**config.mk**
```make
export PLATFORM = sky130hd
export DESIGN_NAME = byte_serializer
export DESIGN_NICKNAME = d
export VERILOG_FILES = /design/src/rtl/byte_serializer_pkg.sv /design/src/rtl/byte_serializer.sv
export SDC_FILE = /design/constraint.sdc
export NUM_CORES = 1
export LEC_CHECK = 0
export CORE_MARGIN = 5
export CORE_UTILIZATION = 30
export DETAILED_ROUTE_END_ITERATION = 6
export SYNTH_ARGS = -nofsm -noshare
export SYNTH_HDL_FRONTEND = slang
export SYNTH_SLANG_ARGS = --single-unit
```
**constraint.sdc**
```tcl
create_clock -name clk -period 3.2 [get_ports clk]
set_input_delay 0.64 -clock clk [delete_from_list [all_inputs] [get_ports clk]]
set_output_delay 0.64 -clock clk [all_outputs]
set_load 0.05 [all_outputs]
```
**src/rtl/byte_serializer_pkg.sv**
```systemverilog
// Shared types and defaults for the byte serializer.
// Holds the FSM state encoding and the default word width.
package byte_serializer_pkg;

  localparam int DEF_WIDTH = 8;

  typedef enum logic {
    IDLE  = 1'b0,
    SHIFT = 1'b1
  } state_t;

endpackage

```
**src/rtl/byte_serializer.sv**
```systemverilog
// Parallel-to-serial converter with a one-word holding register.
// Words stream back-to-back when the hold register is refilled in time.
module byte_serializer
  import byte_serializer_pkg::*;
#(
  parameter int WIDTH     = DEF_WIDTH,
  parameter int MSB_FIRST = 1
) (
  input  logic             clk,
  input  logic             reset,
  input  logic [WIDTH-1:0] din,
  input  logic             din_valid,
  output logic             din_ready,
  output logic             dataout,
  output logic             dout_valid,
  output logic             last,
  output logic             busy,
  output logic [15:0]      word_count
);

  localparam int CW = (WIDTH > 1) ? $clog2(WIDTH) : 1;

  state_t           r_state;
  logic             r_hold_full;
  logic [WIDTH-1:0] r_hold;
  logic [WIDTH-1:0] r_shift;
  logic [CW-1:0]    r_cnt;
  logic [15:0]      r_word_count;

  logic w_shifting;
  logic w_last;
  logic w_accept;
  logic w_load;
  logic w_bit;

  assign w_shifting = (r_state == SHIFT);
  assign w_last     = w_shifting && (r_cnt == CW'(WIDTH - 1));
  assign w_accept   = din_valid && !r_hold_full;
  assign w_load     = r_hold_full && (!w_shifting || w_last);
  assign w_bit      = (MSB_FIRST != 0) ? r_shift[WIDTH-1]
                                       : r_shift[0];

  assign din_ready  = !r_hold_full;
  assign dataout    = w_shifting && w_bit;
  assign dout_valid = w_shifting;
  assign last       = w_last;
  assign busy       = w_shifting || r_hold_full;
  assign word_count = r_word_count;

  always_ff @(posedge clk) begin
    if (reset) begin
      r_state      <= IDLE;
      r_hold_full  <= 1'b0;
      r_hold       <= '0;
      r_shift      <= '0;
      r_cnt        <= '0;
      r_word_count <= '0;
    end else begin
      if (w_accept) begin
        r_hold <= din;
      end
      // accept wins on the flag; ready gating keeps it disjoint from load
      if (w_accept) begin
        r_hold_full <= 1'b1;
      end else if (w_load) begin
        r_hold_full <= 1'b0;
      end

      unique case (r_state)
        IDLE: begin
          if (r_hold_full) begin
            r_state <= SHIFT;
            r_shift <= r_hold;
            r_cnt   <= '0;
          end
        end
        SHIFT: begin
          if (w_last) begin
            r_word_count <= r_word_count + 16'd1;
            if (r_hold_full) begin
              r_shift <= r_hold;
              r_cnt   <= '0;
            end else begin
              r_state <= IDLE;
            end
          end else begin
            r_cnt <= r_cnt + CW'(1);
            if (MSB_FIRST != 0) begin
              r_shift <= r_shift << 1;
            end else begin
              r_shift <= r_shift >> 1;
            end
          end
        end
        default: r_state <= IDLE;
      endcase
    end
  end

endmodule

```
==> impl_metrics.tcl, run 1 <==
set metrics [dict create \
    clkLatencyLatePin_ns 0.29 \
    synth_compound_area_share_pct 10.0 \
    core_area_sq_mm 0.00507 \
    drive_gt1_share_pct 7.66 \
    synth_fa_ha_area_share_pct 2.42 \
    hold_path_startpoint "r_hold[3]" \
    cts_resized 0 \
    holdPathEnd "r_hold[3]" \
    reg2reg_slack_ns 1.17 \
    seqCellArea_sq_um 741 \
    use_met2_pct 16.6 \
    vias 1283 \
    hp-class "flop to flop" \
    n_antenna_cell 0 \
    die_w_um 81.9 \
    dp.cells 271 \
    met1_usage_pct 14.2 \
    multiInputGateArea_sq_um 763 \
    row_count 26 \
    finClkSkew_ns 0.00790 \
    synthMuxAreaShare_pct 5.82 \
    crit_fanout 6 \
    finalCritPeriodShare_pct 87.0 \
    crit_required_ns 2.56 \
    synthFlopType "dfxtp_1" \
    post_synth.cell_area_avg_sq_um 8.65 \
    rsz0062_at_grt "false" \
    die_area_sq_mm 0.00670 \
    critical_path_class "flop to output port" \
    r2r_end "word_count[15]" \
    cts_setup_buffers 0 \
    initial_utilization_pct 30.5 \
    min_path_cells 2 \
    nets 222 \
    p_leak_nw 0.714 \
    hold_viol_final 0 \
    synth_xor_area_share_pct 6.22 \
    ys_types 29 \
    synth_top_family_by_area "simple AND/OR/NAND/NOR gates" \
    use_met3_pct 3.18 \
    yosysSeqAreaShare_pct 47.8 \
    synth_seq_cells 37 \
    cts_tree "yes" \
    grt_pass1_wl_um 5640 \
    syn_to_final_growth_pct 31.5 \
    place_hpwl_um 2300 \
    report.final.slew_viol_count 0 \
    io_pins 32 \
    grt_antenna_before_repair 0 \
    grt_max_degree 38 \
    reg2reg_from "r_cnt[0]" \
    die_y_um 81.9 \
    synth_area_sq_mm 0.00155 \
    run_status "finished, final reports clean" \
    yosysTopAreaCellShare_pct 47.8 \
    cap_violations 0 \
    finalSetupTns_ns 0 \
    yosysTopAreaCell "dfxtp_1" \
    wire_per_inst_um 11.8 \
    clock_path_buffers 2 \
    fmax_mhz 359 \
    grt_pass1_vias 1221 \
    worstPathArrival_ns 2.14 \
    portBuffers 31 \
    cts.clk_slew.worst_paths_ns 0.08 \
    ant_nets 0 \
    reg2reg_depth 6 \
    synth.most_common_cell "dfxtp_1" \
    postSynth.asyncResetShare_pct 0 \
    drtPass1Iterations 4 \
    ir_drop_mv 0.166 \
    wl_um 3290 \
    syn_inst 179 \
    synth_edf_count 0 \
    fillers 540 \
    cp-end-kind "output port" \
    postCtsHoldBufs 0 \
    grt_use_total_pct 11.1 \
    cts-htree-levels 2 \
    grt_busiest_layer "met2" \
    worstMarginPinSlew_ns 0.736 \
    routed_via_density 4.60 \
    synthTopCellsByCount "dfxtp_1, nand2_1, nor2_1" \
    min_period_ns 2.78 \
    power_density_mw_per_mm2 487 \
    syn_nets 193 \
    drc_errors 0 \
    finalSetupViolCount 0 \
    cts_buffers 5 \
    synthSimpleGateAreaFrac_pct 24.8 \
    yosys-top-cells-area "dfxtp_1, nand2_1, mux2i_1" \
    grt_overflow 0 \
    slew_headroom_pct 50.8 \
    cts_num_sinks 37 \
    yosys_warnings 0 \
    stdcell_area_sq_mm 0.00204 \
    placed_area_sq_mm 0.00192 \
    dr.first_iter.drc_count 72 \
    clock-root-buffer "clkbuf_8" \
    place.gp.congestion 0.665 \
    layout.cells.non_filler 279 \
    startpoint_type "flop" \
]
per-stage QoR:
| step | utilization (%) | hold WS, ns | total power [mW] | setup slack [ns] |
|---|---|---|---|---|
| 3_3_place_gp | 37.8 | 0.449 | 0.584 | 0.758 |
| 3_5_place_dp | 37.8 | 0.449 | 0.585 | 0.745 |
| 5_1_grt | 40.1 | 0.479 | 1.04 | 0.294 |
| 6_report | 40.1 | 0.456 | 0.993 | 0.417 |
| 2_1_floorplan | - | 0.436 | 0.554 | 1.12 |
| 4_1_cts | 40.1 | 0.458 | 1.00 | 0.392 |
report_power, final:
group / switching, mW / internal (mW) / total, mW / leakage [nW]
Sequential: 0.0141 / 0.477 / 0.491 / 0.301
Combinational: 0.0459 / 0.0356 / 0.0815 / 0.355
Clock: 0.167 / 0.253 / 0.420 / 0.0574
Total: 0.227 / 0.766 / 0.993 / 0.714
registers in the layout, summed over array words and instances (netlist names):
signal / flops
r_shift: 8
word_count: 16
dout_valid: 1
r_hold_full: 1
r_hold: 8
r_cnt: 3
cells by family (layout without fill, tap and decap cells):
logic type,Yosys count,in the layout
buffers and inverters,12,42
xor gates and xnor gates,11,11
AOI/OAI and AO/OA,27,27
adders and majority gates,3,3
muxes,9,9
and+or+nand+nor,80,80
DFF,37,37
worst max-delay path by stage:
stage | from | slack [ns] | endpoint
finish | r_cnt[0] | 0.42 | last
global route | r_cnt[0] | 0.29 | last
CTS | r_cnt[0] | 0.39 | last
detailed placement | r_cnt[0] | 0.74 | last
global placement | r_cnt[0] | 0.76 | last
floorplan | dout_valid | 1.12 | last
critical path: stages (launching register included):
cell	delay, ns
dfxtp_1	0.37
ha_1	0.16
ha_1	0.23
and2_1	0.25
clkdlybuf4s50_1	0.84
layer usage:
metal  share of wire (%)  wire (um)
met2                  46       1520
met1                  49       1600
met4                 2.4         78
met3                 2.8         91
met5                   0          0
final cells by class:
cell class              instances  area share, %
flip-flops and latches         37           36.4
clock inverters                 2           1.84
inverters                       2          0.369
well taps                      70           4.30
multi-input cells             130           37.5
repair buffers                 32           15.6
clock buffers                   6           4.05
placed cells by master, fill, tap and decap left out, drive strengths merged, types with 3 or more instances in the layout:
cell	n
nand2	26
nor2	24
dfxtp	37
xor2	5
or3	4
mux2i	9
nand3	6
a21oi	16
nor3	4
nand4	4
clkdlybuf4s50	31
ha	3
xnor2	6
o21ai	3
clkbuf	6
a211oi	7
No activity file was read; power rests on OpenSTA's default activity.
==> run 2, diff against run 1 <==
--- a/config.mk
+++ b/config.mk
@@ -5,6 +5,7 @@
 export SDC_FILE = /design/constraint.sdc
 export NUM_CORES = 1
 export LEC_CHECK = 0
+export CAP_MARGIN = 20
 export CORE_MARGIN = 5
 export CORE_UTILIZATION = 30
 export DETAILED_ROUTE_END_ITERATION = 6
==> results of run 2 <==
Same layout as run 1: the final DEF is identical, and so are final timing and power.
==> run 3, diff against run 2 <==
--- a/config.mk
+++ b/config.mk
@@ -5,10 +5,12 @@
 export SDC_FILE = /design/constraint.sdc
 export NUM_CORES = 1
 export LEC_CHECK = 0
+export ABC_CLOCK_PERIOD_IN_PS = 3200
 export CAP_MARGIN = 20
 export CORE_MARGIN = 5
 export CORE_UTILIZATION = 30
 export DETAILED_ROUTE_END_ITERATION = 6
+export MAX_ROUTING_LAYER = met4
 export SYNTH_ARGS = -nofsm -noshare
 export SYNTH_HDL_FRONTEND = slang
 export SYNTH_SLANG_ARGS = --single-unit
==> run 3 against run 2 <==
Clock skew is essentially flat. Via count grew 0.78%. Critical path type unchanged. Largest power group unchanged. Combinational power about the same. Largest cell class unchanged. Register-to-register slack about the same. Clock-buffer cell count unchanged. Fmax hardly changed. Routed wire length rose by 0.21%. Sequential share of layout area unchanged. Utilization stayed put. Non-clock buffer count stayed put. Critical path depth is the same. Worst setup slack got worse by 0.00053 ns.
==> impl_metrics.tcl, run 3 (synthesis results as in run 1) <==
set metrics [dict create \
    grt_use_total_pct 11.4 \
    crit_start "r_cnt[0]" \
    drive_gt1_share_pct 7.66 \
    routed_via_density 4.63 \
    power_density_mw_per_mm2 488 \
    ir_drop_mv 0.166 \
    r2r_end "word_count[15]" \
    cp-end-kind "output port" \
    row_count 26 \
    placed_area_sq_mm 0.00192 \
    place.gp.congestion 0.672 \
    stdcell_area_sq_mm 0.00204 \
    seqCellArea_sq_um 741 \
    finalSetupViolCount 0 \
    n_antenna_cell 0 \
    reg2reg_depth 6 \
    nets 222 \
    io_pins 32 \
    clock_path_buffers 2 \
    p_leak_nw 0.714 \
    wire_per_inst_um 11.8 \
    grt_overflow 0 \
    cts-htree-levels 2 \
    largest_reg_flops 16 \
    utilization_pct 40.1 \
    final_cell_mix "dfxtp_1, clkdlybuf4s50_1, nand2_1, nor2_1, a21oi_1" \
    cts_resized 0 \
    initial_utilization_pct 30.5 \
    hp-class "flop to flop" \
    grt_max_degree 38 \
    die_area_sq_mm 0.00670 \
    grt_pass1_wl_um 5640 \
    critical_path_class "flop to output port" \
    fmax_mhz 359 \
    clkLatencyLatePin_ns 0.29 \
    drtPass1Iterations 4 \
    run_status "finished, final reports clean" \
    crit_fanout 6 \
    clock-root-buffer "clkbuf_8" \
    rsz0062_at_grt "false" \
    finalCritPeriodShare_pct 87.0 \
    cts_num_sinks 37 \
    multiInputGateArea_sq_um 763 \
    worstPathArrival_ns 2.14 \
    min_period_ns 2.78 \
    syn_to_final_growth_pct 31.5 \
    crit_required_ns 2.56 \
    dp_slack_ns 0.745 \
    cts_setup_buffers 0 \
    cts_buffers 5 \
    ant_nets 0 \
    postCtsHoldBufs 0 \
    cts.clk_slew.worst_paths_ns 0.08 \
    hold_viol_final 0 \
    finalSetupTns_ns 0 \
    worstMarginPinSlew_ns 0.734 \
    grt_antenna_before_repair 0 \
    grt_pass1_vias 1223 \
    core_area_sq_mm 0.00507 \
    slew_headroom_pct 51.0 \
    reg2reg_from "r_cnt[0]" \
    vias 1293 \
    finClkSkew_ns 0.00785 \
    die_y_um 81.9 \
    startpoint_type "flop" \
    min_path_cells 2 \
    fillers 540 \
    portBuffers 31 \
    report.final.slew_viol_count 0 \
    wl_um 3290 \
    final_common_cell "dfxtp_1" \
    die_w_um 81.9 \
    place_hpwl_um 2300 \
    worstSetupEndpoint "last" \
    cts_tree "yes" \
    hold_path_startpoint "r_hold[3]" \
    post-route-worst-setup-slack_ns 0.416 \
    dr.first_iter.drc_count 76 \
    drc_errors 0 \
    reg2reg_slack_ns 1.17 \
    cap_violations 0 \
]
==> run 3: final cells by class <==
cell class              instances  share of cell area, %
clock inverters                 2                   1.84
inverters                       2                  0.369
repair buffers                 32                   15.6
flip-flops and latches         37                   36.4
multi-input cells             130                   37.5
clock buffers                   6                   4.05
well taps                      70                   4.30
==> run 3: power breakdown <==
group	switching (mW)	total, mW	internal [mW]
registers	0.0140	0.491	0.477
clock network	0.167	0.421	0.253
logic	0.0460	0.0817	0.0356
==> run 3: worst min path at each step <==
stage | end | slack, ns
finish | r_hold[3] | 0.46
global route | r_hold[3] | 0.48
CTS | r_hold[3] | 0.46
detailed placement | r_hold[3] | 0.45
global placement | r_hold[0] | 0.45
floorplan | r_hold[0] | 0.44
==> run 3: metrics by stage <==
step | hold WS, ns | power [mW] | instances
6_report | 0.457 | 0.994 | 279
5_1_grt | 0.479 | 1.04 | 279
4_1_cts | 0.458 | 1.00 | 279
3_5_place_dp | 0.449 | 0.585 | 271
3_3_place_gp | 0.449 | 0.584 | 271
2_1_floorplan | 0.436 | 0.554 | 179
==> run 3: per-layer routing <==
metal	track usage, %	routed length (um)	vias to the layer above
met3	3.18	91	6
met4	5.98	63	0
met5	-	0	-
li1	-	-	666
met2	16.6	1520	19
met1	14.2	1620	602
==> run 3: worst max-delay path, stage by stage, from the launching register on <==
cell and delay [ns]:
dfxtp_1 0.37, ha_1 0.16, ha_1 0.23, and2_1 0.25
clkdlybuf4s50_1 0.84
